<file path="config.mk">
export PLATFORM = sky130hd
export DESIGN_NAME = id_hazard_scoreboard_flat
export DESIGN_NICKNAME = d
export VERILOG_FILES = /design/src/rtl/id_hazard_scoreboard_pkg.sv /design/src/rtl/id_hazard_scoreboard_if.sv /design/src/rtl/id_hazard_scoreboard_sb_entry.sv /design/src/rtl/id_hazard_scoreboard.sv /design/src/flat_wrapper.sv
export SDC_FILE = /design/constraint.sdc
export NUM_CORES = 1
export LEC_CHECK = 0
export BUFFER_PORTS_ARGS = -buffer_cell sky130_fd_sc_hd__buf_2
export CAP_MARGIN = 20
export CELL_PAD_IN_SITES_DETAIL_PLACEMENT = 0
export CELL_PAD_IN_SITES_GLOBAL_PLACEMENT = 1
export CORE_MARGIN = 3
export CORE_UTILIZATION = 43
export CTS_BUF_LIST = sky130_fd_sc_hd__clkbuf_16
export DETAILED_ROUTE_END_ITERATION = 6
export GPL_ROUTABILITY_DRIVEN = 1
export PLACE_DENSITY_LB_ADDON = 0.1
export SYNTH_ARGS = -nofsm -noshare
export SYNTH_HDL_FRONTEND = slang
export SYNTH_SLANG_ARGS = --single-unit
export TNS_END_PERCENT = 100
</file>
<file path="constraint.sdc">
create_clock -name clk -period 6.05 [get_ports clk]
set_input_delay 1.21 -clock clk [delete_from_list [all_inputs] [get_ports clk]]
set_output_delay 1.21 -clock clk [all_outputs]
set_load 0.05 [all_outputs]
</file>
<file path="src/rtl/id_hazard_scoreboard_pkg.sv">
// Shared encodings and sizing helpers for the ID-stage hazard scoreboard.
package id_hazard_scoreboard_pkg;

    typedef enum logic [1:0] {
        LAT_ALU  = 2'd0,
        LAT_LOAD = 2'd1,
        LAT_MUL  = 2'd2,
        LAT_RSVD = 2'd3
    } lat_class_e;

    typedef enum logic [1:0] {
        STAGE_REGFILE = 2'd0,
        STAGE_EX      = 2'd1,
        STAGE_MEM     = 2'd2,
        STAGE_WB      = 2'd3
    } stage_e;

    // Width of a stage index able to name 0..nstage.
    function automatic int unsigned sel_width(input int unsigned nstage);
        return $clog2(nstage + 1);
    endfunction

    // Age at which a producer of the given class can be forwarded; reserved acts as ALU.
    function automatic int unsigned ready_age(input lat_class_e cls,
                                              input int unsigned ld_lat,
                                              input int unsigned mul_lat);
        case (cls)
            LAT_LOAD: return ld_lat;
            LAT_MUL:  return mul_lat;
            default:  return 1;
        endcase
    endfunction

endpackage

</file>
<file path="src/rtl/id_hazard_scoreboard_if.sv">
// Issue-side bundle between the decode stage and the hazard scoreboard.
interface id_hazard_scoreboard_if
    import id_hazard_scoreboard_pkg::*;
#(
    parameter int unsigned AW     = 5,
    parameter int unsigned NSTAGE = 3
);
    localparam int unsigned SW = sel_width(NSTAGE);

    logic          issue_valid;
    logic          pipe_adv;
    logic          flush;
    logic          rs_en;
    logic [AW-1:0] rs;
    logic          rt_en;
    logic [AW-1:0] rt;
    logic          rd_we;
    logic [AW-1:0] rd;
    logic [1:0]    lat_class;
    logic          stall_req;
    logic          issue_fire;
    logic [SW-1:0] fwd_sel_rs;
    logic [SW-1:0] fwd_sel_rt;
    logic [31:0]   stall_cnt;

    modport master (
        output issue_valid, pipe_adv, flush, rs_en, rs, rt_en, rt, rd_we, rd, lat_class,
        input  stall_req, issue_fire, fwd_sel_rs, fwd_sel_rt, stall_cnt
    );

    modport slave (
        input  issue_valid, pipe_adv, flush, rs_en, rs, rt_en, rt, rd_we, rd, lat_class,
        output stall_req, issue_fire, fwd_sel_rs, fwd_sel_rt, stall_cnt
    );

endinterface

</file>
<file path="src/rtl/id_hazard_scoreboard_sb_entry.sv">
// One architectural register's in-flight producer: busy flag, pipeline age and ready age.
module id_hazard_scoreboard_sb_entry
    import id_hazard_scoreboard_pkg::*;
#(
    parameter int unsigned NSTAGE = 3,
    parameter int unsigned SW     = 2
) (
    input  logic          clk,
    input  logic          rst,
    input  logic          set,
    input  logic [SW-1:0] set_rdy,
    input  logic          adv,
    input  logic          flush,
    output logic          busy,
    output logic [SW-1:0] age,
    output logic [SW-1:0] rdy
);

    // A new writer overrides any older one; flush only kills a producer still in EX.
    always_ff @(posedge clk) begin
        if (rst) begin
            busy <= 1'b0;
            age  <= '0;
            rdy  <= '0;
        end else if (set) begin
            busy <= 1'b1;
            age  <= SW'(STAGE_EX);
            rdy  <= set_rdy;
        end else if (busy && flush && (age == SW'(STAGE_EX))) begin
            busy <= 1'b0;
            age  <= '0;
            rdy  <= '0;
        end else if (busy && adv) begin
            if (age == SW'(NSTAGE)) begin
                busy <= 1'b0;
                age  <= '0;
                rdy  <= '0;
            end else begin
                age <= age + 1'b1;
            end
        end
    end

endmodule

</file>
<file path="src/rtl/id_hazard_scoreboard.sv">
// ID-stage RAW hazard detection and forwarding-source selection over per-register producer state.
module id_hazard_scoreboard
    import id_hazard_scoreboard_pkg::*;
#(
    parameter int unsigned AW      = 5,
    parameter int unsigned NSTAGE  = 3,
    parameter int unsigned LD_LAT  = 2,
    parameter int unsigned MUL_LAT = 3
) (
    input logic                   clk,
    input logic                   rst,
    id_hazard_scoreboard_if.slave sb
);

    localparam int unsigned NREG = 1 << AW;
    localparam int unsigned SW   = sel_width(NSTAGE);

    if (LD_LAT > NSTAGE || MUL_LAT > NSTAGE || LD_LAT == 0 || MUL_LAT == 0) begin : g_bad_cfg
        $error("id_hazard_scoreboard: LD_LAT/MUL_LAT must lie in 1..NSTAGE");
    end

    logic [NREG-1:0] busy;
    logic [SW-1:0]   age [NREG];
    logic [SW-1:0]   rdy [NREG];
    logic            set_any;
    logic [SW-1:0]   set_rdy;
    logic            hz_rs;
    logic            hz_rt;
    logic [31:0]     cnt;

    // r0 is hardwired and never tracked.
    assign busy[0] = 1'b0;
    assign age[0]  = '0;
    assign rdy[0]  = '0;

    assign set_rdy = SW'(ready_age(lat_class_e'(sb.lat_class), LD_LAT, MUL_LAT));
    assign set_any = sb.issue_fire && sb.rd_we && (sb.rd != '0) && !sb.flush;

    for (genvar r = 1; r < NREG; r++) begin : g_entry
        id_hazard_scoreboard_sb_entry #(
            .NSTAGE (NSTAGE),
            .SW     (SW)
        ) u_sb_entry (
            .clk     (clk),
            .rst     (rst),
            .set     (set_any && (sb.rd == AW'(r))),
            .set_rdy (set_rdy),
            .adv     (sb.pipe_adv),
            .flush   (sb.flush),
            .busy    (busy[r]),
            .age     (age[r]),
            .rdy     (rdy[r])
        );
    end

    // A producer younger than its ready age cannot be forwarded yet.
    always_comb begin
        hz_rs         = sb.rs_en && busy[sb.rs] && (age[sb.rs] < rdy[sb.rs]);
        hz_rt         = sb.rt_en && busy[sb.rt] && (age[sb.rt] < rdy[sb.rt]);
        sb.fwd_sel_rs = SW'(STAGE_REGFILE);
        sb.fwd_sel_rt = SW'(STAGE_REGFILE);
        if (sb.rs_en && busy[sb.rs] && !hz_rs) sb.fwd_sel_rs = age[sb.rs];
        if (sb.rt_en && busy[sb.rt] && !hz_rt) sb.fwd_sel_rt = age[sb.rt];
    end

    assign sb.stall_req  = sb.issue_valid && (hz_rs || hz_rt);
    assign sb.issue_fire = sb.issue_valid && sb.pipe_adv && !sb.stall_req && !rst;

    always_ff @(posedge clk) begin
        if (rst) begin
            cnt <= '0;
        end else if (sb.stall_req && (cnt != '1)) begin
            cnt <= cnt + 32'd1;
        end
    end

    assign sb.stall_cnt = cnt;

endmodule

</file>
<file path="src/flat_wrapper.sv">
// flat-port wrapper written by rule: the top's interface ports become plain ports
module id_hazard_scoreboard_flat import id_hazard_scoreboard_pkg::*;
#(
    parameter int unsigned AW      = 5,
    parameter int unsigned NSTAGE  = 3,
    parameter int unsigned LD_LAT  = 2,
    parameter int unsigned MUL_LAT = 3
)
  (clk, rst, sb_issue_valid, sb_pipe_adv, sb_flush, sb_rs_en, sb_rs, sb_rt_en, sb_rt, sb_rd_we, sb_rd, sb_lat_class, sb_stall_req, sb_issue_fire, sb_fwd_sel_rs, sb_fwd_sel_rt, sb_stall_cnt);
  id_hazard_scoreboard_if #(.AW(AW), .NSTAGE(NSTAGE)) sb_i ();
  input logic clk;
  input logic rst;
  input wire logic [$bits(sb_i.issue_valid)-1:0] sb_issue_valid;
  input wire logic [$bits(sb_i.pipe_adv)-1:0] sb_pipe_adv;
  input wire logic [$bits(sb_i.flush)-1:0] sb_flush;
  input wire logic [$bits(sb_i.rs_en)-1:0] sb_rs_en;
  input wire logic [$bits(sb_i.rs)-1:0] sb_rs;
  input wire logic [$bits(sb_i.rt_en)-1:0] sb_rt_en;
  input wire logic [$bits(sb_i.rt)-1:0] sb_rt;
  input wire logic [$bits(sb_i.rd_we)-1:0] sb_rd_we;
  input wire logic [$bits(sb_i.rd)-1:0] sb_rd;
  input wire logic [$bits(sb_i.lat_class)-1:0] sb_lat_class;
  output wire logic [$bits(sb_i.stall_req)-1:0] sb_stall_req;
  output wire logic [$bits(sb_i.issue_fire)-1:0] sb_issue_fire;
  output wire logic [$bits(sb_i.fwd_sel_rs)-1:0] sb_fwd_sel_rs;
  output wire logic [$bits(sb_i.fwd_sel_rt)-1:0] sb_fwd_sel_rt;
  output wire logic [$bits(sb_i.stall_cnt)-1:0] sb_stall_cnt;
  assign sb_i.issue_valid = sb_issue_valid;
  assign sb_i.pipe_adv = sb_pipe_adv;
  assign sb_i.flush = sb_flush;
  assign sb_i.rs_en = sb_rs_en;
  assign sb_i.rs = sb_rs;
  assign sb_i.rt_en = sb_rt_en;
  assign sb_i.rt = sb_rt;
  assign sb_i.rd_we = sb_rd_we;
  assign sb_i.rd = sb_rd;
  assign sb_i.lat_class = sb_lat_class;
  assign sb_stall_req = sb_i.stall_req;
  assign sb_issue_fire = sb_i.issue_fire;
  assign sb_fwd_sel_rs = sb_i.fwd_sel_rs;
  assign sb_fwd_sel_rt = sb_i.fwd_sel_rt;
  assign sb_stall_cnt = sb_i.stall_cnt;
  id_hazard_scoreboard #(.AW(AW), .NSTAGE(NSTAGE), .LD_LAT(LD_LAT), .MUL_LAT(MUL_LAT)) u_core (.clk(clk), .rst(rst), .sb(sb_i));
endmodule
</file>
**Word-level counts from Yosys, hierarchy flattened**

Index checks and enable logic that the tools add are counted.

- Bits of input ports: 25
- Flip-flop bits (word level): 187
- Bits in latches: 0
- Memories: 0
- Memory bits (read-only): 0
- RAM bits: 0
- Output and inout port bits: 38

- Mux-type cells: 391
- Multiply operators: 0
- Divide/modulo/power cells: 0
- $add $sub $neg: 32
- Eq/ne operators: 96
- Reductions and logical operators: 269
- Shifts and indexed selects: 0
- $lt $le $gt $ge: 6
- Bitwise operators: 2

Operator list:

| cell | count |
|---|---|
| 2-bit two-way mux | 165 |
| 1-bit two-way mux | 219 |
| 3-bit nonzero test | 62 |
| 1-bit logical AND | 138 |
| 3-bit OR reduction | 31 |
| 5-bit == test, second input constant | 16 |
| 2-bit by 1-bit == test with 1-bit output, second input constant | 32 |
| 2-bit == test, second input constant | 32 |
| 2-bit by 1-bit adder with 2-bit output, second input constant | 31 |
| 2-bit AND reduction | 31 |
| 2-bit binary-select mux with 5-bit select | 4 |
| 5-bit by 4-bit == test with 1-bit output, second input constant | 8 |
| 32-bit by 1-bit adder with 32-bit output, second input constant | 1 |
| 32-bit inequality test, second input constant | 1 |
| 5-bit by 3-bit == test with 1-bit output, second input constant | 4 |
| 6-bit >= comparator, second input constant | 2 |
| 5-bit by 6-bit less-than comparator with 1-bit output, second input constant | 2 |
| 5-bit NOT with 6-bit output | 2 |
| 1-bit binary-select mux with 5-bit select | 2 |
| 5-bit by 2-bit == test with 1-bit output, second input constant | 2 |
| 5-bit by 1-bit == test with 1-bit output, second input constant | 1 |
| 1-bit zero test | 5 |
| 5-bit nonzero test | 1 |
| 2-bit less-than comparator | 2 |
| other kinds (2) | 2 |

**Longest topological paths before layout**

Gate-level depths: netlist of run 1.

- Word-level depth: 17
- Mapped depth: 19
- Mapped depth without buffers: 14

**Modules after synthesis**

From an unflattened synthesis of run 1, not the netlist that was laid out.

- Cell total of the unflattened synthesis: 1,458
- Area, all modules: 12,879.9 um^2

By module, submodules not included:

| module | instances | cells an instance | area each (um^2) |
|---|---|---|---|
| id_hazard_scoreboard_sb_entry | 31 | 30 | 251.5 |
| id_hazard_scoreboard | 1 | 528 | 5,083.6 |

**Worst setup path after synthesis of run 1**

OpenSTA, ideal clock, no wires.

- Kind: input to output
- Start: in sb_rs[1]
- End: out sb_fwd_sel_rs[1]
- Data arrival time: 5.774 ns
- Stages: 13
- Data required time: 4.840 ns
- Path slack: -0.934 ns
- Cells stage by stage: buf_4 buf_6 buf_4 buf_2 buf_1 mux4_2 mux4_2 mux2i_1 ha_1 a2111oi_0 a221o_1 o221a_2 nor4b_1

- Cells in the longest elaborated chain, start to end: 9
- Elaborated cells between the ends (all ways): 15

Ends and longest elaborated chain:

| element | line | RTL |
|---|---|---|
| start, declared | flat_wrapper.sv:17 | `input wire logic [$bits(sb_i.rs)-1:0] sb_rs;` |
| 5-bit NOT with 6-bit output (not written as such) | id_hazard_scoreboard.sv:58, id_hazard_scoreboard.sv:62 |  |
| 2-bit binary-select mux with 5-bit select, on equally long branches | id_hazard_scoreboard.sv:58, id_hazard_scoreboard.sv:62 |  |
| 2-bit two-way mux, on equally long branches (2 in series) | id_hazard_scoreboard.sv:58, id_hazard_scoreboard.sv:62 |  |
| 2-bit less-than comparator | id_hazard_scoreboard.sv:58 | `hz_rs = sb.rs_en && busy[sb.rs] && (age[sb.rs] < rdy[sb.rs]);` |
| 1-bit logical AND | id_hazard_scoreboard.sv:58 |  |
| 1-bit zero test | id_hazard_scoreboard.sv:62 | `if (sb.rs_en && busy[sb.rs] && !hz_rs) sb.fwd_sel_rs = age[sb.rs];` |
| 1-bit logical AND | id_hazard_scoreboard.sv:62 |  |
| 2-bit two-way mux * | id_hazard_scoreboard.sv:62 |  |
| end, declared | flat_wrapper.sv:25 | `output wire logic [$bits(sb_i.fwd_sel_rs)-1:0] sb_fwd_sel_rs;` |

Every way passes the cells marked *; elsewhere a longest branch is shown, timed or not. The select of a mux whose other input is x is not followed.

**Final worst setup path of run 1**

- Start: in sb_rs[0]
- End: out sb_stall_req

- Cells in the longest elaborated chain, start to end: 8
- Elaborated cells between the ends (all ways): 14

Ends and longest elaborated chain:

| element | line | RTL |
|---|---|---|
| 5-bit NOT with 6-bit output (not written as such) | id_hazard_scoreboard.sv:58 |  |
| 2-bit binary-select mux with 5-bit select | id_hazard_scoreboard.sv:58 |  |
| 2-bit two-way mux (not written as such) (2 in series) | id_hazard_scoreboard.sv:58 |  |
| 2-bit less-than comparator | id_hazard_scoreboard.sv:58 |  |
| 1-bit logical AND * | id_hazard_scoreboard.sv:58 |  |
| 1-bit logical OR * | id_hazard_scoreboard.sv:66 | `assign sb.stall_req = sb.issue_valid && (hz_rs \|\| hz_rt);` |
| 1-bit logical AND * | id_hazard_scoreboard.sv:66 |  |
| end, declared | flat_wrapper.sv:23 | `output wire logic [$bits(sb_i.stall_req)-1:0] sb_stall_req;` |

Marks and branches as above.

==> metrics.md, run 1 <==
| Metric | Value |
|---|---|
| Synth area leaders | dfxtp_1 (30%), mux4_2 (13%), mux2i_1 (7.4%) |
| Tcrit/Tclk final | approximately 96% |
| Routed WL | 37300 µm |
| Worst r2r src | u_core.g_entry[20].u_sb_entry.age[1] |
| Clock Path Buffers | 2 |
| Share of the synthesized area in the top cell type | between 30% and 40% |
| Sum Neg Setup Slack | 0 ns |
| Status | complete, no violations |
| Max-slew headroom | between 40% and 50% |
| FP Rows | between 60 and 70 |
| Minimum clock period | around 5.8 ns |
| Global-route usage over all layers | around a quarter |
| MaxCap Viol Count | 0 |
| Number of synthesized register bits | 187 |
| # IOs | 63 |
| Num CTS Buffers | 17 |
| Routed vias/inst | approximately 6 |
| CTS tree | done |
| Syn avg cell area | 8.74 µm² |
| Max layer used | met4 |
| Commonest cells in the netlist | nand2_1 (198), dfxtp_1 (187), a21oi_1 (142) |
| 1st-iter DRT viols | 1027 |
| Share of cells above drive strength 1 | between 15 and 20% |
| WL/cell | between 20 and 25 µm |
| FFs w/ async S/R, synth | 0% |
| Initial antenna violation count | 0 |
| VDD IR max | roughly 0.18 mV |
| Highest Clock Rate | about 170 MHz |
| Most frequent cell after synthesis | nand2_1 |
| Root buf cell | clkbuf_16 |
| Clock Latency Late Sink | 0.44 ns |
| Final setup viols | 0 |
| First-pass GRT wire length | ~59000 µm |
| Setup ws final | about 0.24 ns |
| Fin cells | around 1800 |
| CP Data Arrival Time | between 4 and 5 ns |
| # clock sinks | approximately 190 |
| # hold bufs at CTS | 0 |
| N_diodes | 0 |
| Die width | about 180 µm |
| Hold endpoint | u_core.g_entry[8].u_sb_entry.rdy[0] |
| Synth area leader | dfxtp_1 |
| Fin nets | around 1500 |
| Placed cells | roughly 1800 |
| Hold path cells | 2 |
| Worst-path fanout max | 17 |
| Post-synth net total | around 1500 |
| Worst-path clk slew | 0.08 ns |
| Met2 wire length | ~17000 µm |
| Min-Delay Path Class | reg -> reg |
| Yosys warnings | 0 |
| Placed Area | between 0.01 and 0.015 mm² |
| Area grow syn2layout | 8.55% |
| Setup crit end kind | output port |
| Cell count after synthesis | between 1000 and 1500 |
| Final Cell Area | 0.0134 mm² |
| Pin count of the biggest net entering global routing | 60 |
| P_leak | about 0.0056 µW |
| End of the worst register-to-register path | u_core.g_entry[29].u_sb_entry.age[1] |
| Top_reg_cell synth | dfxtp_1 |
| Max-slew violation count | 0 |
| Min-delay src | u_core.g_entry[8].u_sb_entry.rdy[0] |
| Detail Route Antenna Nets | 0 |
| Register area share after synthesis | between 30% and 40% |
| Yosys cell types | approximately 60 |
| Met3 WL post-DR | ~2500 µm |
| Residual DRC | 0 |
| Post-cts resize count | 0 |
| Vias | 10700 |
| Final hold violation count | 0 |
| Mapped cell area | about 0.012 mm² |
| FF-to-FF path depth | 12 |
| Number of global-route vias before repair | slightly above 10000 |
| Core area | 0.0280 mm² |
| Die H | approximately 180 µm |
| Place WS | between 0.2 and 0.25 ns |
| Post-synth EDFFs | 0 |
| Skew final | 0.0210 ns |
| Met1 WL | ~17000 µm |
| Unrepaired setup endpoints after global routing | no |
| Post-CTS Setup Repair Bufs | 0 |
| Input/output buffers | 62 |
| Initial Util | between 40 and 50% |
| Slew @ Worst Pin | 0.877 ns |
| Gpl congestion | slightly above 0.9 |
| Critical path class | in -> out |
| CTS H-tree depth | 4 |
| Startpoint types | input port |
| Pwr per Cell Area | roughly 190 mW/mm² |
| Post-DP HPWL | about 27000 µm |
| Remaining Overflow, GRT | 0 |
| Total power | between 2000 and 3000 µW |
| Pre-antenna DRT Iters | 7 |
| DIE AREA | slightly above 0.03 mm² |
| R2R Setup Slk | about 1.9 ns |
| Worst Path Required | ~4.8 ns |
## worst max-delay path, stage by stage
cell and delay, ns:
clkbuf_4 0.30, mux4_2 0.55, mux4_2 0.48, nor2_1 0.18, nor2_1 0.08, ha_1 0.24, a2111oi_0 0.36, a221o_1 0.22
o221a_2 0.31, a2bb2o_4 0.25, and2_4 0.15, buf_2 0.25
## final cells by class
| type | count | area, µm² |
|---|---|---|
| Clock buffer | 17 | 425 |
| Clock inverter | 15 | 154 |
| Fill cell | 2763 | 14600 |
| Inverter | 64 | 240 |
| Multi-Input combinational cell | 1045 | 7810 |
| Sequential cell | 187 | 3740 |
| Tap cell | 378 | 473 |
| Timing Repair Buffer | 93 | 548 |
## how the worst max path moves through the flow
stage / from / end / depth (start not counted)
4_1_cts: sb_rs[0] / sb_stall_req / 13
3_5_place_dp: sb_rs[0] / sb_stall_req / 13
3_3_place_gp: sb_rs[0] / sb_stall_req / 13
5_1_grt: sb_rt[0] / sb_stall_req / 13
2_1_floorplan: sb_rs[1] / sb_stall_req / 16
6_report: sb_rs[0] / sb_stall_req / 12
## registers in the layout (all words and copies together), names as in the netlist
name and count:
u_core.g_entry.u_sb_entry.age 62, u_core.g_entry.u_sb_entry.busy 31, u_core.g_entry.u_sb_entry.rdy 62, u_core.sb.stall_cnt 32
## routing by layer
metal / GRT usage (%) / up-vias
met4: 5.95 / 0
met1: 35.0 / 5199
met2: 37.8 / 364
met3: 5.34 / 51
li1: - / 5103
met5: 0 / -
## logic make-up (layout without fill, tap and decap cells)
logic type / count (synthesis) / after routing / share of synthesized area [%]
buf+inv: 179 / 189 / 6.74
flops: 187 / 187 / 30.3
xor+xnor: 1 / 1 / 0.0710
simple gates: 533 / 533 / 22.2
mux: 176 / 176 / 21.5
compound gates: 269 / 269 / 12.4
fa+ha+maj: 66 / 66 / 6.69
## power breakdown
part / internal (µW) / switching, µW / leakage [µW]
Sequential: 1230 / 2.07 / 0.00151
Clock: 552 / 569 / 0.000286
Combinational: 70.4 / 150 / 0.00384
Total: 1850 / 722 / 0.00563
## stage by stage
| step | util [%] | hold WS, ns |
|---|---|---|
| 2_1_floorplan | - | 0.445 |
| 3_3_place_gp | 45.7 | 0.461 |
| 3_5_place_dp | 45.7 | 0.470 |
| 4_1_cts | 47.8 | 0.484 |
| 5_1_grt | 47.8 | 0.498 |
| 6_report | 47.8 | 0.481 |
## layout by cell type (no fill, tap or decap), types with 5 or more instances in the layout
cell type and n:
mux2i_1 91, buf_4 32, nor2b_1 28, and3b_1 17, nand3_1 71, inv_1 62, nand2b_1 5, and3_1 26
clkbuf_16 17, a21oi_1 141, or2_2 12, mux4_2 70, o21ai_0 68, a22oi_1 7, nand4_1 11, nor2_1 45
ha_1 66, or4_4 12, or3_1 30, nor4_1 10, nor3_1 33, mux2_2 15, a31oi_1 14, and2_1 6
buf_2 60, or4_1 14, dfxtp_1 187, o31ai_1 11, nand2_1 198
Power figures use the tool's default switching activity.
==> run 2: changes to the inputs <==
--- a/config.mk
+++ b/config.mk
@@ -10,8 +10,8 @@
 export CELL_PAD_IN_SITES_DETAIL_PLACEMENT = 0
 export CELL_PAD_IN_SITES_GLOBAL_PLACEMENT = 1
 export CORE_MARGIN = 3
-export CORE_UTILIZATION = 43
-export CTS_BUF_LIST = sky130_fd_sc_hd__clkbuf_16
+export CORE_UTILIZATION = 45
+export CTS_BUF_LIST = sky130_fd_sc_hd__clkbuf_2 sky130_fd_sc_hd__clkbuf_4 sky130_fd_sc_hd__clkbuf_8
 export DETAILED_ROUTE_END_ITERATION = 6
 export GPL_ROUTABILITY_DRIVEN = 1
 export PLACE_DENSITY_LB_ADDON = 0.1
==> metrics.md, run 2 (synthesis gave the netlist of run 1 again) <==
| Metric | Value |
|---|---|
| Status | complete, no violations |
| Power share of the sequential group | 53.4% (+5.5 points) |
| VDD IR max | 0.125 mV (-31%) |
| Gpl congestion | 0.930 (about the same) |
| Int Pwr | 1680 µW (-9.4%) |
| Sum Neg Setup Slack | 0 ns (unchanged) |
| Root buf cell | clkbuf_8 |
| Logic pwr share | 9.3% (+0.7 points) |
| WL/cell | 21.1 µm (+2.0%) |
| DIE AREA | 0.0294 mm² (-4.3%) |
| Min-Delay Path Class | reg -> reg |
| Unrepaired setup endpoints after global routing | no |
| Pin count of the biggest net entering global routing | 78 (+30%) |
| Setup crit end kind | output port |
| Skew final | 0.0144 ns (-0.00660 ns) |
| Sw power | 632 µW (-12%) |
| CP Data Arrival Time | 4.65 ns (+0.05 ns) |
| Pwr per Cell Area | 176 mW/mm² (-8.3%) |
| Commonest non-fill, non-tap cells in the layout | nand2_1 (198), dfxtp_1 (187), a21oi_1 (141) |
| Fin nets | 1493 (-0.40%) |
| Clock Latency Late Sink | 0.48 ns (+0.04 ns) |
| FP Rows | 59 (-3.3%) |
| Routed vias/inst | 6.11 (+2.6%) |
| R2R Setup Slk | 1.78 ns (-0.07 ns) |
| CTS H-tree depth | 4 (unchanged) |
| Minimum clock period | 5.86 ns (+0.0501 ns) |
| Routed WL | 36900 µm (-0.90%) |
| Final setup viols | 0 (unchanged) |
| Initial Util | 46.6% (+2.5 points) |
| N_diodes | 0 (unchanged) |
| MaxCap Viol Count | 0 (unchanged) |
| CTS tree | done |
| # hold bufs at CTS | 0 (unchanged) |
| Slew @ Worst Pin | 0.993 ns (+0.116 ns) |
| 1st-iter DRT viols | 897 (-13%) |
| Detail Route Antenna Nets | 0 (unchanged) |
| Max-slew violation count | 0 (unchanged) |
| Share of cells above drive strength 1 | 16.8% (-0.40 points) |
| Area grow syn2layout | 6.30% |
| P_leak | 0.00551 µW (-2.1%) |
| Sw Share | 27.3% (-0.69 points) |
| Die H | 172 µm (-2.2%) |
| Tcrit/Tclk final | 96.8% (+0.83 points) |
| Number of global-route vias before repair | 9986 (-1.5%) |
| Residual DRC | 0 (unchanged) |
| Hold endpoint | u_core.g_entry[24].u_sb_entry.rdy[0] |
| Clock Path Buffers | 2 (unchanged) |
| Hold path cells | 2 (unchanged) |
| Worst-path clk slew | 0.10 ns (+0.02 ns) |
| Commonest non-fill, non-tap cell in the layout | nand2_1 |
| Min-delay src | u_core.g_entry[24].u_sb_entry.rdy[0] |
| Die width | 172 µm (-2.2%) |
| Initial antenna violation count | 1 (+1) |
| Post-CTS Setup Repair Bufs | 0 (unchanged) |
| Final hold violation count | 0 (unchanged) |
| # IOs | 63 (unchanged) |
| Global-route usage over all layers | 25.4% (+0.92 points) |
| Core area | 0.0265 mm² (-5.4%) |
| Post-cts resize count | 0 (unchanged) |
| Input/output buffers | 62 (unchanged) |
| Fin util | 49.5% (+1.7 points) |
| Pre-antenna DRT Iters | 5 (-2) |
| First-pass GRT wire length | 57600 µm (-2.6%) |
| Post-DP HPWL | 27500 µm (+0.11%) |
| FF-to-FF path depth | 12 (unchanged) |
| Worst Path Required | 4.84 ns (about the same) |
| Vias | 10700 (-0.30%) |
| Critical path class | in -> out |
| Worst r2r src | u_core.g_entry[11].u_sb_entry.age[1] |
| Startpoint types | input port |
| Highest Clock Rate | 171 MHz (-0.85%) |
| Clock Power Share | 37.4% (-6.1 points) |
| Num CTS Buffers | 17 (unchanged) |
| Remaining Overflow, GRT | 0 (unchanged) |
| Worst-path fanout max | 22 (+5) |
| Max-slew headroom | 33.2% (-8.3 points) |
| # clock sinks | 187 (unchanged) |
| End of the worst register-to-register path | u_core.g_entry[17].u_sb_entry.age[1] |
[run 2: cell count changes in the layout (fill, tap and decap cells not counted), moves of 2 or more]
| cell | before | now |
|---|---|---|
| clkbuf_8 | 0 | 18 |
| clkinv_8 | 3 | 0 |
| clkbuf_16 | 17 | 0 |
| bufinv_16 | 0 | 2 |
| buf_4 | 32 | 25 |
| inv_8 | 4 | 1 |
[run 2: how the worst max path moves through the flow]
stage / cells after the start / start / slack (ns) / end
after global placement: 13 / sb_rt[0] / 0.28 / sb_stall_req
final: 13 / sb_rs[1] / 0.19 / sb_stall_req
after detailed placement: 13 / sb_rs[0] / 0.15 / sb_stall_req
after CTS: 12 / sb_rs[0] / 0.14 / sb_stall_req
after global routing: 13 / sb_rt[0] / 0.05 / sb_stall_req
after floorplan: 16 / sb_rs[1] / 0.006 / sb_stall_req
[run 2: power groups by stage]
stage / combinational (µW) / sequential [µW] / clock, µW
2_1_floorplan: 151 / 1260 / 0
3_3_place_gp: 212 / 1260 / 0
3_5_place_dp: 213 / 1260 / 0
4_1_cts: 213 / 1230 / 893
5_1_grt: 231 / 1230 / 940
6_report: 214 / 1230 / 863
[run 2: area by class of cell]
type                    count  area (µm²)
fillers                  2618       13400
well taps                 335         419
clock buffers              18         248
flip-flops and latches    187        3740
multi-input cells        1045        7810
repair buffers             87         515
clock inverters            12         140
inverters                  64         240
[run 2: worst max-delay path: stages]
cell and delay, ns:
buf_2 0.24, buf_4 0.36, mux4_2 0.36, mux4_2 0.48, nor2_1 0.14, nor2_1 0.07
ha_1 0.23, a2111oi_0 0.36, a221o_1 0.23, o221a_2 0.29, a2bb2o_4 0.26, and2_4 0.16
buf_2 0.25
[run 2: layer usage]
layer | GRT usage, % | vias up | part of all wire (%)
met5 | 0 | - | 0.019
li1 | - | 5085 | -
met4 | 5.14 | 2 | 1.2
met2 | 40.3 | 398 | 45
met1 | 35.8 | 5160 | 45
met3 | 5.72 | 40 | 8.5
[run 2: stage by stage]
step	total power, µW	hold WS (ns)	instance area, µm²	instances	setup slack, ns
after floorplan	1410	0.445	12400	1411	0.00571
after global routing	2410	0.515	13100	1748	0.0480
after detailed placement	1470	0.476	12700	1718	0.152
after CTS	2340	0.488	13100	1748	0.140
after global placement	1470	0.464	12700	1718	0.285
final	2310	0.488	13100	1748	0.192
==> run 3: changes to the inputs <==
==> constraint.sdc (replaced) <==
create_clock -name clk -period 6.05 [get_ports clk]
set_input_delay 1.21 -clock clk [delete_from_list [all_inputs] [get_ports clk]]
set_output_delay 1.21 -clock clk [all_outputs]
set_load 0.1 [all_outputs]
==> metrics.md, run 3 (synthesis gave the netlist of run 1 again) <==
| Metric | Value |
|---|---|
| Status | complete, no violations |
| Tcrit/Tclk final | 95.6% (-1.2 points) |
| Initial antenna violation count | 0 (-1) |
| VDD IR max | 0.144 mV (+15%) |
| Setup crit end kind | output port |
| CP Depth | 13 (unchanged) |
| Commonest non-fill, non-tap cells in the layout | nand2_1 (198), dfxtp_1 (187), a21oi_1 (141) |
| Post-CTS Setup Repair Bufs | 0 (unchanged) |
| Crit. Startpoint | sb_rt[0] |
| First-pass GRT wire length | 57600 µm (about the same) |
| Clock Path Buffers | 2 (unchanged) |
| Die width | 172 µm (unchanged) |
| Routed vias/inst | 6.09 (-0.42%) |
| Slew @ Worst Pin | 1.08 ns (+0.0894 ns) |
| Minimum clock period | 5.78 ns (-0.0753 ns) |
| Critical Path Max Stage Delay | 0.57 ns (+0.09 ns) |
| Worst-path fanout max | 15 (-32%) |
| Final setup viols | 0 (unchanged) |
| Pin count of the biggest net entering global routing | 87 (+12%) |
| Residual DRC | 0 (unchanged) |
| Skew final | 0.0305 ns (+0.0161 ns) |
| Gpl congestion | 0.924 (-0.62%) |
| CTS H-tree depth | 4 (unchanged) |
| Min-Delay Path Class | reg -> reg |
| Cell breakdown of the critical path | buf_2 > mux4_2 > mux4_2 > nor2_1 > nor2_1 > ha_1 > a21oi_1 > a41oi_1 > a22o_1 > nand2b_1 > a2bb2o_4 > and2_4 > buf_12 |
| Max-slew violation count | 0 (unchanged) |
| R2R Setup Slk | 1.85 ns (+0.07 ns) |
| N_diodes | 0 (unchanged) |
| Routed WL | 36300 µm (-1.7%) |
| Post-cts resize count | 0 (unchanged) |
| FILL cells | 2555 (-2.4%) |
| P_leak | 0.00555 µW (+0.65%) |
| Global-route usage over all layers | 25.2% (-0.18 points) |
| End of the worst register-to-register path | u_core.g_entry[25].u_sb_entry.age[1] |
| CP Data Arrival Time | 4.57 ns (-0.08 ns) |
| Input/output buffers | 62 (unchanged) |
| CP max stage cell | mux4_2 |
| Post-DP HPWL | 26700 µm (-2.9%) |
| Fin nets | 1489 (-0.27%) |
| Core area | 0.0265 mm² (unchanged) |
| Pwr per Cell Area | 179 mW/mm² (+1.4%) |
| Number of global-route vias before repair | 9835 (-1.5%) |
| Unrepaired setup endpoints after global routing | no |
| Commonest non-fill, non-tap cell in the layout | nand2_1 |
| Delay-heaviest family, CP | multiplexers |
| Initial Util | 46.6% (unchanged) |
| Detail Route Antenna Nets | 0 (unchanged) |
| Place WS | 0.326 ns (+0.175 ns) |
| Final Cell Area | 0.0133 mm² (+1.2%) |
| Die H | 172 µm (unchanged) |
| Startpoint types | input port |
| Setup ws final | 0.267 ns (+0.0753 ns) |
| Clock Latency Late Sink | 0.50 ns (+0.02 ns) |
| # clock sinks | 187 (unchanged) |
| Num CTS Buffers | 17 (unchanged) |
| Worst setup path endpoint | sb_stall_req |
| Worst-path clk slew | 0.11 ns (about the same) |
| Worst r2r src | u_core.g_entry[20].u_sb_entry.age[1] |
| Area grow syn2layout | 7.55% |
| Highest Clock Rate | 173 MHz (+1.3%) |
| # IOs | 63 (unchanged) |
| DIE AREA | 0.0294 mm² (unchanged) |
| Pre-antenna DRT Iters | 6 (+1) |
| FP Rows | 59 (unchanged) |
| Placed Area | 0.0128 mm² (+0.97%) |
| 1st-iter DRT viols | 910 (+1.4%) |
| Worst Path Required | 4.84 ns (about the same) |
| FF-to-FF path depth | 13 (+1) |
| Max-slew headroom | 27.7% (-5.6 points) |
| Root buf cell | clkbuf_8 |
| FF+latch area | 0.00374 mm² (unchanged) |
| Multi-input logic area | 0.00785 mm² (+0.50%) |
| Sum Neg Setup Slack | 0 ns (unchanged) |
| Critical path class | in -> out |
| MaxCap Viol Count | 0 (unchanged) |
| # hold bufs at CTS | 0 (unchanged) |
| Vias | 10600 (-0.53%) |
| Remaining Overflow, GRT | 0 (unchanged) |
| CP bufs+invs | 2 (-1) |
| Share of cells above drive strength 1 | 16.9% (+0.095 points) |
| CTS tree | done |
| WL/cell | 20.8 µm (-1.6%) |
| Final hold violation count | 0 (unchanged) |
[run 3: changes by cell type in the layout (fill, tap and decap cells not counted), sizes merged]
cell | before | now
buf | 86 | 83
bufinv | 2 | 1
clkbuf | 19 | 18
inv | 65 | 70
clkinvlp | 2 | 0
[run 3: worst reg2reg max path, delay by kind of cell, from the launching register on]
| kind | cells | cell delay, ns |
|---|---|---|
| AO/OA/AOI/OAI | 4 | 0.75 |
| adder cells (fa/ha/maj) | 1 | 0.33 |
| buffers and inverters | 1 | 0.24 |
| flip-flops | 1 | 0.41 |
| multiplexers | 2 | 0.98 |
| AND/OR/NAND/NOR | 5 | 1.37 |
[run 3: power breakdown]
part	switching [µW]	internal (µW)	leakage (µW)
logic	153	72.7	0.00383
registers	2.07	1230	0.00151
clock network	548	363	0.000213
total	703	1670	0.00555
[run 3: layout make-up]
class / instances / share of cell area [%]
timing repair buffer: 83 / 4.51
clock buffer: 18 / 1.87
multi-input combinational: 1045 / 59.1
clock inverter: 14 / 1.30
inverter: 64 / 1.81
tap: 335 / 3.16
sequential: 187 / 28.2
[run 3: per-stage QoR]
stage / power, µW / hold slack, ns / cells / utilization (%)
final: 2370 / 0.490 / 1746 / 50.1
after global placement: 1490 / 0.457 / 1714 / 48.5
after detailed placement: 1490 / 0.470 / 1714 / 48.5
after global routing: 2460 / 0.509 / 1746 / 50.1
after CTS: 2390 / 0.490 / 1746 / 50.1
after floorplan: 1420 / 0.445 / 1411 / -
[run 3: worst min path at each step]
stage | from | slack, ns | end | cells after the start
finish | u_core.g_entry[14].u_sb_entry.rdy[0] | 0.49 | u_core.g_entry[14].u_sb_entry.rdy[0] | 2
global placement | u_core.g_entry[28].u_sb_entry.rdy[0] | 0.46 | u_core.g_entry[28].u_sb_entry.rdy[0] | 2
detailed placement | u_core.g_entry[23].u_sb_entry.rdy[1] | 0.47 | u_core.g_entry[23].u_sb_entry.rdy[1] | 2
floorplan | u_core.g_entry[3].u_sb_entry.rdy[0] | 0.45 | u_core.g_entry[3].u_sb_entry.rdy[0] | 2
global route | u_core.g_entry[28].u_sb_entry.rdy[0] | 0.51 | u_core.g_entry[28].u_sb_entry.rdy[0] | 2
CTS | u_core.g_entry[28].u_sb_entry.rdy[0] | 0.49 | u_core.g_entry[28].u_sb_entry.rdy[0] | 2
[run 3: metal layers]
| layer | routed length (µm) | track usage (%) |
|---|---|---|
| met1 | 17200 | 36.6 |
| met3 | 2440 | 5.19 |
| met2 | 16100 | 38.9 |
| met4 | 589 | 5.70 |
| met5 | 0 | 0 |
